`config.mk`:
```
export PLATFORM = sky130hd
export DESIGN_NAME = hazard_ctrl_multi_flat
export DESIGN_NICKNAME = d
export VERILOG_FILES = /design/src/rtl/hazard_ctrl_multi_pkg.sv /design/src/rtl/hazard_ctrl_multi_if.sv /design/src/rtl/hazard_ctrl_multi_src_match.sv /design/src/rtl/hazard_ctrl_multi.sv /design/src/flat_wrapper.sv
export SDC_FILE = /design/constraint.sdc
export NUM_CORES = 1
export LEC_CHECK = 0
export CORE_MARGIN = 3
export CORE_UTILIZATION = 40
export CTS_BUF_LIST = sky130_fd_sc_hd__clkbuf_16
export CTS_CLUSTER_DIAMETER = 200
export DETAILED_ROUTE_END_ITERATION = 8
export PLACE_DENSITY = 0.75
export SLEW_MARGIN = 15
export SYNTH_ARGS = -nofsm -noshare
export SYNTH_HDL_FRONTEND = slang
export SYNTH_SLANG_ARGS = --single-unit
export TNS_END_PERCENT = 5
```
`constraint.sdc`:
```
create_clock -name clk -period 9.1 [get_ports clk]
set_clock_uncertainty 0.1 [all_clocks]
set_input_delay 2.275 -clock clk [delete_from_list [all_inputs] [get_ports clk]]
set_output_delay 2.275 -clock clk [all_outputs]
set_load 0.03 [all_outputs]
```
`src/rtl/hazard_ctrl_multi_pkg.sv`:
```
// hazard_ctrl_multi_pkg
//   Shared types and constants for the ID-stage hazard controller.
//   state_e   : controller FSM states
//   cause_e   : stall_cause output codes
//   REG_ZERO  : architectural zero register, never a hazard source
//   *_CW      : counter widths sized for the supported parameter ranges
package hazard_ctrl_multi_pkg;

   typedef enum logic [1:0] {
      ST_RUN      = 2'd0,
      ST_LD_WAIT  = 2'd1,
      ST_MDU_WAIT = 2'd2
   } state_e;

   typedef enum logic [1:0] {
      CAUSE_NONE   = 2'd0,
      CAUSE_LOAD   = 2'd1,
      CAUSE_BRANCH = 2'd2,
      CAUSE_MDU    = 2'd3
   } cause_e;

   localparam int REG_ZERO = 0;
   localparam int LD_CW    = 2;  // holds LOAD_LAT-1 (max 3)
   localparam int MDU_CW   = 5;  // holds MDU_LAT-1 (max 31)
   localparam int FL_CW    = 2;  // holds FLUSH_DEPTH-1 (max 2)

   function automatic logic [15:0] sat_inc16(input logic [15:0] v);
      return (v == 16'hFFFF) ? v : v + 16'd1;
   endfunction

endpackage

```
`src/rtl/hazard_ctrl_multi_if.sv`:
```
// hazard_ctrl_multi_if
//   Bundles the ID/EX/MEM hazard inputs and the pipeline control outputs.
//   master : pipeline side (drives *_i, observes *_o)
//   slave  : hazard controller (observes *_i, drives *_o)
interface hazard_ctrl_multi_if #(
   parameter int REG_AW  = 5,
   parameter int NUM_SRC = 2
);
   logic [NUM_SRC*REG_AW-1:0] id_src_i;
   logic [NUM_SRC-1:0]        id_src_vld_i;
   logic                      id_branch_i;
   logic                      id_mdu_i;
   logic                      id_use_mdu_i;
   logic [REG_AW-1:0]         ex_rd_i;
   logic                      ex_wr_i;
   logic                      ex_memrd_i;
   logic [REG_AW-1:0]         mem_rd_i;
   logic                      mem_memrd_i;
   logic                      redirect_i;
   logic                      pc_write_o;
   logic                      ifid_write_o;
   logic                      idex_bubble_o;
   logic                      flush_o;
   logic                      mdu_start_o;
   logic [1:0]                stall_cause_o;
   logic [15:0]               stall_count_o;

   modport master (
      output id_src_i, id_src_vld_i, id_branch_i, id_mdu_i, id_use_mdu_i,
             ex_rd_i, ex_wr_i, ex_memrd_i, mem_rd_i, mem_memrd_i, redirect_i,
      input  pc_write_o, ifid_write_o, idex_bubble_o, flush_o, mdu_start_o,
             stall_cause_o, stall_count_o
   );

   modport slave (
      input  id_src_i, id_src_vld_i, id_branch_i, id_mdu_i, id_use_mdu_i,
             ex_rd_i, ex_wr_i, ex_memrd_i, mem_rd_i, mem_memrd_i, redirect_i,
      output pc_write_o, ifid_write_o, idex_bubble_o, flush_o, mdu_start_o,
             stall_cause_o, stall_count_o
   );
endinterface

```
`src/rtl/hazard_ctrl_multi_src_match.sv`:
```
// hazard_ctrl_multi_src_match
//   Compares one producer destination register against every valid ID
//   source operand.
//   rd_i    : producer destination register
//   src_i   : packed source regs, source k at [k*REG_AW +: REG_AW]
//   vld_i   : source k is actually read
//   match_o : some valid source equals rd_i and rd_i is not the zero reg
module hazard_ctrl_multi_src_match
   import hazard_ctrl_multi_pkg::*;
#(
   parameter int REG_AW  = 5,
   parameter int NUM_SRC = 2
) (
   input  logic [REG_AW-1:0]         rd_i,
   input  logic [NUM_SRC*REG_AW-1:0] src_i,
   input  logic [NUM_SRC-1:0]        vld_i,
   output logic                      match_o
);
   logic [NUM_SRC-1:0] hit;

   for (genvar k = 0; k < NUM_SRC; k++) begin : g_src
      assign hit[k] = vld_i[k] && (src_i[k*REG_AW +: REG_AW] == rd_i);
   end

   assign match_o = (rd_i != REG_AW'(REG_ZERO)) && (|hit);
endmodule

```
`src/rtl/hazard_ctrl_multi.sv`:
```
// hazard_ctrl_multi
//   ID-stage hazard controller: load-use, branch-in-ID and MDU interlocks,
//   multi-cycle flush after a redirect and a saturating stall counter.
//   clk, rst_n : clock (rising edge), asynchronous active-low reset
//   hif        : slave side of hazard_ctrl_multi_if (hazard inputs in,
//                pc_write/ifid_write/idex_bubble/flush/mdu_start/
//                stall_cause/stall_count out)
module hazard_ctrl_multi
   import hazard_ctrl_multi_pkg::*;
#(
   parameter int REG_AW      = 5,
   parameter int NUM_SRC     = 2,
   parameter int LOAD_LAT    = 1,
   parameter int MDU_LAT     = 4,
   parameter int FLUSH_DEPTH = 1
) (
   input  logic               clk,
   input  logic               rst_n,
   hazard_ctrl_multi_if.slave hif
);
   state_e              state_q, state_d;
   logic [LD_CW-1:0]    ld_cnt_q, ld_cnt_d;
   logic [MDU_CW-1:0]   mdu_cnt_q, mdu_cnt_d;
   logic                mdu_busy_q, mdu_busy_d;
   logic [FL_CW-1:0]    fl_cnt_q, fl_cnt_d;
   logic [15:0]         stall_cnt_q;

   logic   match_ex, match_mem;
   logic   ld_hit, ld_stall, br_stall, mdu_stall, ld_wait;
   logic   stall, mdu_start;
   cause_e cause;

   hazard_ctrl_multi_src_match #(.REG_AW(REG_AW), .NUM_SRC(NUM_SRC)) u_match_ex (
      .rd_i(hif.ex_rd_i), .src_i(hif.id_src_i), .vld_i(hif.id_src_vld_i), .match_o(match_ex)
   );

   hazard_ctrl_multi_src_match #(.REG_AW(REG_AW), .NUM_SRC(NUM_SRC)) u_match_mem (
      .rd_i(hif.mem_rd_i), .src_i(hif.id_src_i), .vld_i(hif.id_src_vld_i), .match_o(match_mem)
   );

   always_comb begin
      state_d    = state_q;
      ld_cnt_d   = ld_cnt_q;
      mdu_cnt_d  = mdu_cnt_q;
      mdu_busy_d = mdu_busy_q;
      fl_cnt_d   = fl_cnt_q;
      stall      = 1'b0;
      mdu_start  = 1'b0;
      ld_wait    = 1'b0;
      cause      = CAUSE_NONE;

      ld_hit    = hif.ex_memrd_i && match_ex;
      ld_stall  = (state_q == ST_LD_WAIT) || ld_hit;
      br_stall  = hif.id_branch_i &&
                  ((hif.ex_wr_i && match_ex) || (hif.mem_memrd_i && match_mem));
      mdu_stall = mdu_busy_q && (hif.id_mdu_i || hif.id_use_mdu_i);

      // A redirect (re)arms the flush window; it runs down independently.
      if (hif.redirect_i)
         fl_cnt_d = FL_CW'(FLUSH_DEPTH - 1);
      else if (fl_cnt_q != '0)
         fl_cnt_d = fl_cnt_q - 1'b1;

      // Redirect outranks every stall source.
      if (!hif.redirect_i) begin
         stall = mdu_stall || br_stall || ld_stall;
         if (mdu_stall)     cause = CAUSE_MDU;
         else if (br_stall) cause = CAUSE_BRANCH;
         else if (ld_stall) cause = CAUSE_LOAD;
         // RUN implies the MDU is idle, so a clean id_mdu starts it.
         if (state_q == ST_RUN && hif.id_mdu_i && !stall)
            mdu_start = 1'b1;
      end

      // MDU counter keeps running through LD_WAIT and redirects; the cycle
      // where it reads 0 is still busy so MDU_LAT busy cycles follow start.
      if (mdu_busy_q) begin
         if (mdu_cnt_q == '0) mdu_busy_d = 1'b0;
         else                 mdu_cnt_d  = mdu_cnt_q - 1'b1;
      end
      if (mdu_start) begin
         mdu_busy_d = 1'b1;
         mdu_cnt_d  = MDU_CW'(MDU_LAT - 1);
      end

      // Multi-cycle load-use wait; a redirect abandons it.
      if (!hif.redirect_i) begin
         if (state_q == ST_LD_WAIT) begin
            if (ld_cnt_q != LD_CW'(1)) begin
               ld_wait  = 1'b1;
               ld_cnt_d = ld_cnt_q - 1'b1;
            end
         end else if (ld_hit && LOAD_LAT > 1) begin
            ld_wait  = 1'b1;
            ld_cnt_d = LD_CW'(LOAD_LAT - 1);
         end
      end

      if (ld_wait)         state_d = ST_LD_WAIT;
      else if (mdu_busy_d) state_d = ST_MDU_WAIT;
      else                 state_d = ST_RUN;
   end

   always_ff @(posedge clk or negedge rst_n) begin
      if (!rst_n) begin
         state_q     <= ST_RUN;
         ld_cnt_q    <= '0;
         mdu_cnt_q   <= '0;
         mdu_busy_q  <= 1'b0;
         fl_cnt_q    <= '0;
         stall_cnt_q <= '0;
      end else begin
         state_q     <= state_d;
         ld_cnt_q    <= ld_cnt_d;
         mdu_cnt_q   <= mdu_cnt_d;
         mdu_busy_q  <= mdu_busy_d;
         fl_cnt_q    <= fl_cnt_d;
         stall_cnt_q <= stall ? sat_inc16(stall_cnt_q) : stall_cnt_q;
      end
   end

   // Outputs are Mealy, so reset gates them directly to hold the pipeline
   // frozen while rst_n is low, independent of the clock.
   assign hif.pc_write_o    = rst_n && !stall;
   assign hif.ifid_write_o  = rst_n && !stall;
   assign hif.idex_bubble_o = !rst_n || stall;
   assign hif.flush_o       = rst_n && (hif.redirect_i || (fl_cnt_q != '0));
   assign hif.mdu_start_o   = rst_n && mdu_start;
   assign hif.stall_cause_o = rst_n ? cause : CAUSE_NONE;
   assign hif.stall_count_o = stall_cnt_q;
endmodule
```
`src/flat_wrapper.sv`:
```
// flat-port wrapper written by rule: the top's interface ports become plain ports
module hazard_ctrl_multi_flat import hazard_ctrl_multi_pkg::*;
#(
   parameter int REG_AW      = 5,
   parameter int NUM_SRC     = 2,
   parameter int LOAD_LAT    = 1,
   parameter int MDU_LAT     = 4,
   parameter int FLUSH_DEPTH = 1
)
  (clk, rst_n, hif_id_src_i, hif_id_src_vld_i, hif_id_branch_i, hif_id_mdu_i, hif_id_use_mdu_i, hif_ex_rd_i, hif_ex_wr_i, hif_ex_memrd_i, hif_mem_rd_i, hif_mem_memrd_i, hif_redirect_i, hif_pc_write_o, hif_ifid_write_o, hif_idex_bubble_o, hif_flush_o, hif_mdu_start_o, hif_stall_cause_o, hif_stall_count_o);
  hazard_ctrl_multi_if #(.REG_AW(REG_AW), .NUM_SRC(NUM_SRC)) hif_i ();
  input  logic clk;
  input  logic rst_n;
  input wire logic [$bits(hif_i.id_src_i)-1:0] hif_id_src_i;
  input wire logic [$bits(hif_i.id_src_vld_i)-1:0] hif_id_src_vld_i;
  input wire logic [$bits(hif_i.id_branch_i)-1:0] hif_id_branch_i;
  input wire logic [$bits(hif_i.id_mdu_i)-1:0] hif_id_mdu_i;
  input wire logic [$bits(hif_i.id_use_mdu_i)-1:0] hif_id_use_mdu_i;
  input wire logic [$bits(hif_i.ex_rd_i)-1:0] hif_ex_rd_i;
  input wire logic [$bits(hif_i.ex_wr_i)-1:0] hif_ex_wr_i;
  input wire logic [$bits(hif_i.ex_memrd_i)-1:0] hif_ex_memrd_i;
  input wire logic [$bits(hif_i.mem_rd_i)-1:0] hif_mem_rd_i;
  input wire logic [$bits(hif_i.mem_memrd_i)-1:0] hif_mem_memrd_i;
  input wire logic [$bits(hif_i.redirect_i)-1:0] hif_redirect_i;
  output wire logic [$bits(hif_i.pc_write_o)-1:0] hif_pc_write_o;
  output wire logic [$bits(hif_i.ifid_write_o)-1:0] hif_ifid_write_o;
  output wire logic [$bits(hif_i.idex_bubble_o)-1:0] hif_idex_bubble_o;
  output wire logic [$bits(hif_i.flush_o)-1:0] hif_flush_o;
  output wire logic [$bits(hif_i.mdu_start_o)-1:0] hif_mdu_start_o;
  output wire logic [$bits(hif_i.stall_cause_o)-1:0] hif_stall_cause_o;
  output wire logic [$bits(hif_i.stall_count_o)-1:0] hif_stall_count_o;
  assign hif_i.id_src_i = hif_id_src_i;
  assign hif_i.id_src_vld_i = hif_id_src_vld_i;
  assign hif_i.id_branch_i = hif_id_branch_i;
  assign hif_i.id_mdu_i = hif_id_mdu_i;
  assign hif_i.id_use_mdu_i = hif_id_use_mdu_i;
  assign hif_i.ex_rd_i = hif_ex_rd_i;
  assign hif_i.ex_wr_i = hif_ex_wr_i;
  assign hif_i.ex_memrd_i = hif_ex_memrd_i;
  assign hif_i.mem_rd_i = hif_mem_rd_i;
  assign hif_i.mem_memrd_i = hif_mem_memrd_i;
  assign hif_i.redirect_i = hif_redirect_i;
  assign hif_pc_write_o = hif_i.pc_write_o;
  assign hif_ifid_write_o = hif_i.ifid_write_o;
  assign hif_idex_bubble_o = hif_i.idex_bubble_o;
  assign hif_flush_o = hif_i.flush_o;
  assign hif_mdu_start_o = hif_i.mdu_start_o;
  assign hif_stall_cause_o = hif_i.stall_cause_o;
  assign hif_stall_count_o = hif_i.stall_count_o;
  hazard_ctrl_multi #(.REG_AW(REG_AW), .NUM_SRC(NUM_SRC), .LOAD_LAT(LOAD_LAT), .MDU_LAT(MDU_LAT), .FLUSH_DEPTH(FLUSH_DEPTH)) u_core (.clk(clk), .rst_n(rst_n), .hif(hif_i));
endmodule
```
==> impl_metrics.json <==
{
  "synthDistinctLibCells": 45,
  "cts_max_level": 1,
  "slew_headroom_pct": 45.0,
  "n_antenna_cell": 0,
  "p_total_uw": 526,
  "max_cap_viol_count": 0,
  "gp_congestion": 0.781,
  "vias": 1543,
  "wire_per_inst_um": 14.8,
  "r2r_cells": 6,
  "grt_max_degree": 34,
  "fillerInstances": 406,
  "min_from": "u_core.ld_cnt_q[0]$_DFFE_PN0P_",
  "ys_seq_area_share_pct": 37.1,
  "root_buffer": "clkbuf_16",
  "hold_buffers": 0,
  "dp_slack_ns": 1.66,
  "drt-vias-per-instance": 5.30,
  "p_int_uw": 322,
  "p_per_area_nw_per_um2": 205,
  "crit-reg2reg-launch": "u_core.hif.stall_count_o[0]$_DFFE_PN0P_",
  "switchingPower_uw": 204,
  "ff2ff_setup_slack_ns": 6.97,
  "final.min_clock_period_ns": 7.43,
  "clkSlewWorstSetupHoldPaths_ns": 0.07,
  "swShare_pct": 38.8,
  "p_leak_uw": 0.00104,
  "power_frac_comb_pct": 44.4,
  "synth.top_cell.area_share_pct": 37.1,
  "path_max_fanout": 17,
  "core_um2": 4440,
  "async_flop_share_pct": 100,
  "clkPwrFrac_pct": 18.8,
  "ys_dominant_reg_cell": "dfrtp_1",
  "min_path_type": "reg2reg",
  "whs_path_depth": 1,
  "cts_setup_buffers": 0,
  "end_kind": "primary output",
  "slew_violations": 0,
  "rsz0062_at_grt": "no",
  "yosys-top-cells-area": "dfrtp_1 (37%), xnor2_1 (12%), xor2_1 (6.5%)",
  "die_y_um": 74.7,
  "setup_viol": 0,
  "power_frac_seq_pct": 36.8,
  "nNetsFinal": 276,
  "drt-initial-drc-count": 63,
  "postRouteWirelength_um": 4300,
  "dr.pass1.iters": 4,
  "numCtsBuffers": 3,
  "syn_inst": 182,
  "start_util_pct": 42.5,
  "clk_latency_ns": 0.26,
  "ctsResizeCount": 0,
  "syn_nets": 218,
  "grtUsageTotal_pct": 16.7,
  "irDropWorstVdd_uv": 127,
  "worstSetupStartpointType": "primary input",
  "worstReg2RegEnd": "u_core.hif.stall_count_o[1]$_DFFE_PN0P_",
  "port_buffers": 53,
  "layout_common_cells": "clkdlybuf4s50_1 (53), dfrtp_1 (28), xnor2_1 (25)",
  "holdPathEnd": "u_core.ld_cnt_q[0]$_DFFE_PN0P_",
  "ant_nets": 0,
  "grt-ovfl-total": 0,
  "crit_required_ns": 6.73,
  "drive_above_1_share_pct": 14.6,
  "die-width_um": 74.7,
  "grt_pass1_wl_um": 7290,
  "rows": 24,
  "min_period_over_period_pct": 81.6,
  "worstSetupPathType": "in2out",
  "cts_tree": "done",
  "tns_ns": 0,
  "cts_buffer_depth": 2,
  "whs_ns": 0.394,
  "worst_pin_slew_ns": 0.816,
  "fin_ws_ns": 1.67,
  "antenna_found_initial": 0,
  "syn2layout_area_growth_pct": 35.5,
  "syn_avg_cell_area_um2": 10.4,
  "grt_pass1_vias": 1560,
  "ys_seq_elements": 28,
  "ios": 54,
  "synth_area_leader_cell": "dfrtp_1",
  "cp.arrival_ns": 5.05,
  "status": "finished clean",
  "final_common_cell": "clkdlybuf4s50_1",
  "final_hold_viol_count": 0,
  "drc_errors": 0,
  "dp_hpwl_um": 3370,
  "syn_area_um2": 1890,
  "max_freq_ghz": 0.135,
  "die_area_um2": 5580,
  "place_area_um2": 2480,
  "numClockSinks": 28,
  "yosysWarnings": 0,
  "synth_edf_count": 0,
  "design_area_um2": 2560
}
-- power groups by stage --
| stage | combinational (µW) | sequential, µW | clock [µW] |
|---|---|---|---|
| 2_1_floorplan | 133 | 214 | 0 |
| 3_3_place_gp | 228 | 194 | 0 |
| 3_5_place_dp | 234 | 195 | 0 |
| 4_1_cts | 236 | 193 | 103 |
| 5_1_grt | 257 | 199 | 108 |
| 6_report | 233 | 193 | 98.8 |
-- registers in the layout, indices dropped and copies added, names as in the netlist --
name and flops:
u_core.mdu_busy_q 1, u_core.ld_cnt_q 2, u_core.state_q 2, u_core.mdu_cnt_q 5
u_core.hif.stall_count_o 16, u_core.fl_cnt_q 2
-- area by class of cell --
type	instances	area [µm²]	area share [%]
sequential	28	701	27.4
inverter	12	45.0	1.76
clock buffer	3	75.1	2.93
clock inverter	1	3.75	0.147
tap	52	65.1	2.54
multi-input combinational	138	1110	43.4
timing repair buffer	57	561	21.9
-- metrics by stage --
| stage | instances | utilization, % |
|---|---|---|
| finish | 291 | 57.6 |
| global route | 291 | 57.6 |
| CTS | 291 | 57.6 |
| detailed placement | 287 | 55.8 |
| global placement | 287 | 55.8 |
| floorplan | 182 | - |
-- worst max path at each step --
stage | start | to | slack (ns) | cells after the start
6_report | hif_mem_rd_i[0] | hif_mdu_start_o | 1.67 | 8
5_1_grt | hif_mem_rd_i[0] | hif_mdu_start_o | 1.57 | 8
4_1_cts | hif_mem_rd_i[0] | hif_mdu_start_o | 1.65 | 8
3_5_place_dp | hif_mem_rd_i[0] | hif_mdu_start_o | 1.66 | 8
3_3_place_gp | hif_mem_rd_i[0] | hif_mdu_start_o | 1.70 | 8
2_1_floorplan | hif_mem_rd_i[0] | hif_pc_write_o | 2.69 | 6
-- cell usage after synthesis (3+ instances only) --
| master | number |
|---|---|
| ha_1 | 5 |
| nor2_1 | 6 |
| xnor2_1 | 25 |
| a211oi_2 | 8 |
| inv_1 | 10 |
| buf_4 | 3 |
| nand2_1 | 13 |
| nand3_1 | 11 |
| xor2_1 | 14 |
| and3_1 | 3 |
| a2111oi_2 | 3 |
| dfrtp_1 | 28 |
| nand4_1 | 8 |
| a21oi_1 | 8 |
-- cells by family after synthesis --
group,share of synthesized area [%]
AO/OA/AOI/OAI,18.4
XOR/XNOR,18.1
adder cells (fa/ha/maj),3.31
buffers and inverters,4.17
flip-flops,37.1
multiplexers,1.99
AND/OR/NAND/NOR,17.0
-- metal layers --
metal,routed length (µm),track usage [%],vias to the layer above
met5,0,0,-
met4,29,3.56,0
met3,158,2.54,4
met2,2080,27.0,32
met1,2030,23.7,737
li1,-,-,770
-- worst max-delay path: stages --
cell and delay (ns):
clkdlybuf4s50_1 0.47, or3_1 0.41, o311a_1 0.34, a32oi_4 0.16, buf_4 0.30, and2_2 0.26, and3_1 0.17, clkdlybuf4s50_1 0.66
(Power assumes the default switching activity.)
==> variant, RTL diff (same settings) <==
`REG_ZERO`: 0 -> 1.
--- a/src/rtl/hazard_ctrl_multi_pkg.sv
+++ b/src/rtl/hazard_ctrl_multi_pkg.sv
@@ -21,3 +21,3 @@
 
-   localparam int REG_ZERO = 0;
+   localparam int REG_ZERO = 1;
    localparam int LD_CW    = 2;  // holds LOAD_LAT-1 (max 3)
Function: changed (Yosys sat finds a counterexample within 4 cycles, from zero or initial values and one cycle with rst_n low).
==> variant against the unedited design <==
- area after synthesis shrank 7.9%
- die area is 7.3% lower
- non-clock buffer count down 3
- largest cell class unchanged
- highest routed layer unchanged
- via count shrank 1.2%
- worst setup slack improved by 68 ps
- worst hold slack worse by 17 ps
- critical path type unchanged
- power fell by 2.2%
- routed wire length down 5.5%
- sequential cell count unchanged
- cell area decreased by 6.6%
==> variant: results (changes against the unedited design) <==
p_leak_nw: 0.9625  # -7.7%
synth_area_leaders: "dfrtp_1 40%, xnor2_1 18%, ha_1 3.6%"
post-dp-hpwl_mm: 3.332  # -1.0%
drt-initial-drc-count: 124  # +97%
vdd_drop_max_uv: 164.2  # +29%
outcome: "finished clean"
vias: 1524  # -1.2%
ys_types: 36  # -20%
r2r_cells: 7  # +1
relSlewSlack_pct: 40.79  # -4.2 points
grt_pass1_wl_mm: 6.879  # -5.7%
use_met2_pct: 29.39  # +2.4 points
grt.met3_usage_pct: 3.878  # +1.3 points
grt_max_degree: 23  # -32%
finalNetCount: 273  # -1.1%
fill_cells: 356  # -12%
layout-drive-gt1-share_pct: 3.390  # -11 points
holdPathStages: 1  # unchanged
seq_area_frac_synth_pct: 40.29  # +3.2 points
groute.layer.met1.usage_pct: 21.64  # -2.0 points
arrival_ps: 4980  # -70 ps
grt_usage_pct: 16.82  # +0.15 points
detail_route.wl_per_cell_um: 14.20  # -3.9%
synthTopCellsByCount: "35 x xnor2_1, 28 x dfrtp_1, 14 x nand2_1"
gp_congestion: 0.8852  # +13%
-- variant: cell types whose count changed in the layout (fill, tap and decap cells not counted), moves of 3 or more --
cell | unedited run | this run
a211oi_2 | 8 | 0
buf_4 | 4 | 1
o21ai_0 | 1 | 6
nor2_1 | 6 | 10
a211oi_1 | 0 | 4
nand3_1 | 11 | 6
xor2_1 | 14 | 6
a2111oi_2 | 3 | 0
o211ai_1 | 1 | 5
xnor2_1 | 25 | 35
and3_1 | 3 | 7
-- variant: power breakdown --
group / switching, W / internal, W
Combinational: 0.000123 / 0.000101
Clock: 0.0000403 / 0.0000589
Sequential: 0.0000318 / 0.000159
-- variant: worst max-delay path, cell delays in order --
cell,delay [ps]
clkdlybuf4s50_1,530
or3b_1,360
o311a_1,320
a21o_1,320
nor2_1,300
and3_1,200
clkdlybuf4s50_1,660
-- variant: worst paths after layout --
path	slack [ps]	to	startpoint
max in group asynchronous	5800	u_core.hif.stall_count_o[0]$_DFFE_PN0P_	rst_n
worst max-delay path	1740	hif_mdu_start_o	hif_mem_rd_i[0]
worst max register to register	6810	u_core.hif.stall_count_o[14]$_DFFE_PN0P_	u_core.hif.stall_count_o[0]$_DFFE_PN0P_
min in group asynchronous	2410	u_core.hif.stall_count_o[14]$_DFFE_PN0P_	rst_n
worst min-delay path	380	u_core.ld_cnt_q[0]$_DFFE_PN0P_	u_core.ld_cnt_q[0]$_DFFE_PN0P_
worst min register to register	380	u_core.ld_cnt_q[0]$_DFFE_PN0P_	u_core.ld_cnt_q[0]$_DFFE_PN0P_
-- variant: metrics by stage --
stage	hold WS [ps]	worst slack [ps]	utilization [%]	instances	cell area (µm²)
after floorplan	348.0	2798	-	182	1739
after global placement	365.4	1739	56.58	282	2312
after detailed placement	374.0	1732	56.58	282	2312
after CTS	383.7	1729	58.51	286	2391
after global routing	390.2	1492	58.51	286	2391
final	377.4	1743	58.51	286	2391
-- variant: cells by family (layout without fill, tap and decap cells) --
kind of cell | after synthesis | after routing | share of synthesized area (%)
adder cells (fa/ha/maj) | 5 | 5 | 3.597
multiplexers | 1 | 1 | 0.6474
flip-flops | 28 | 28 | 40.29
buffers and inverters | 15 | 69 | 3.956
AND/OR/NAND/NOR | 53 | 53 | 15.68
XOR/XNOR | 41 | 41 | 20.65
AO/OA/AOI/OAI | 39 | 39 | 15.18
-- variant: cell type report --
type | instances | area share (%)
Multi-Input combinational cell | 139 | 40.55
Sequential cell | 28 | 29.30
Timing Repair Buffer | 54 | 22.50
Clock buffer | 3 | 3.140
Tap cell | 50 | 2.616
Inverter | 11 | 1.727
Clock inverter | 1 | 0.1570
-- variant: metal layers --
metal	wire [µm]	up-vias	share of wire, %
met3	180	2	4.4
met4	16	0	0.39
li1	-	755	-
met2	2057	32	51
met5	0	-	0
met1	1806	735	44
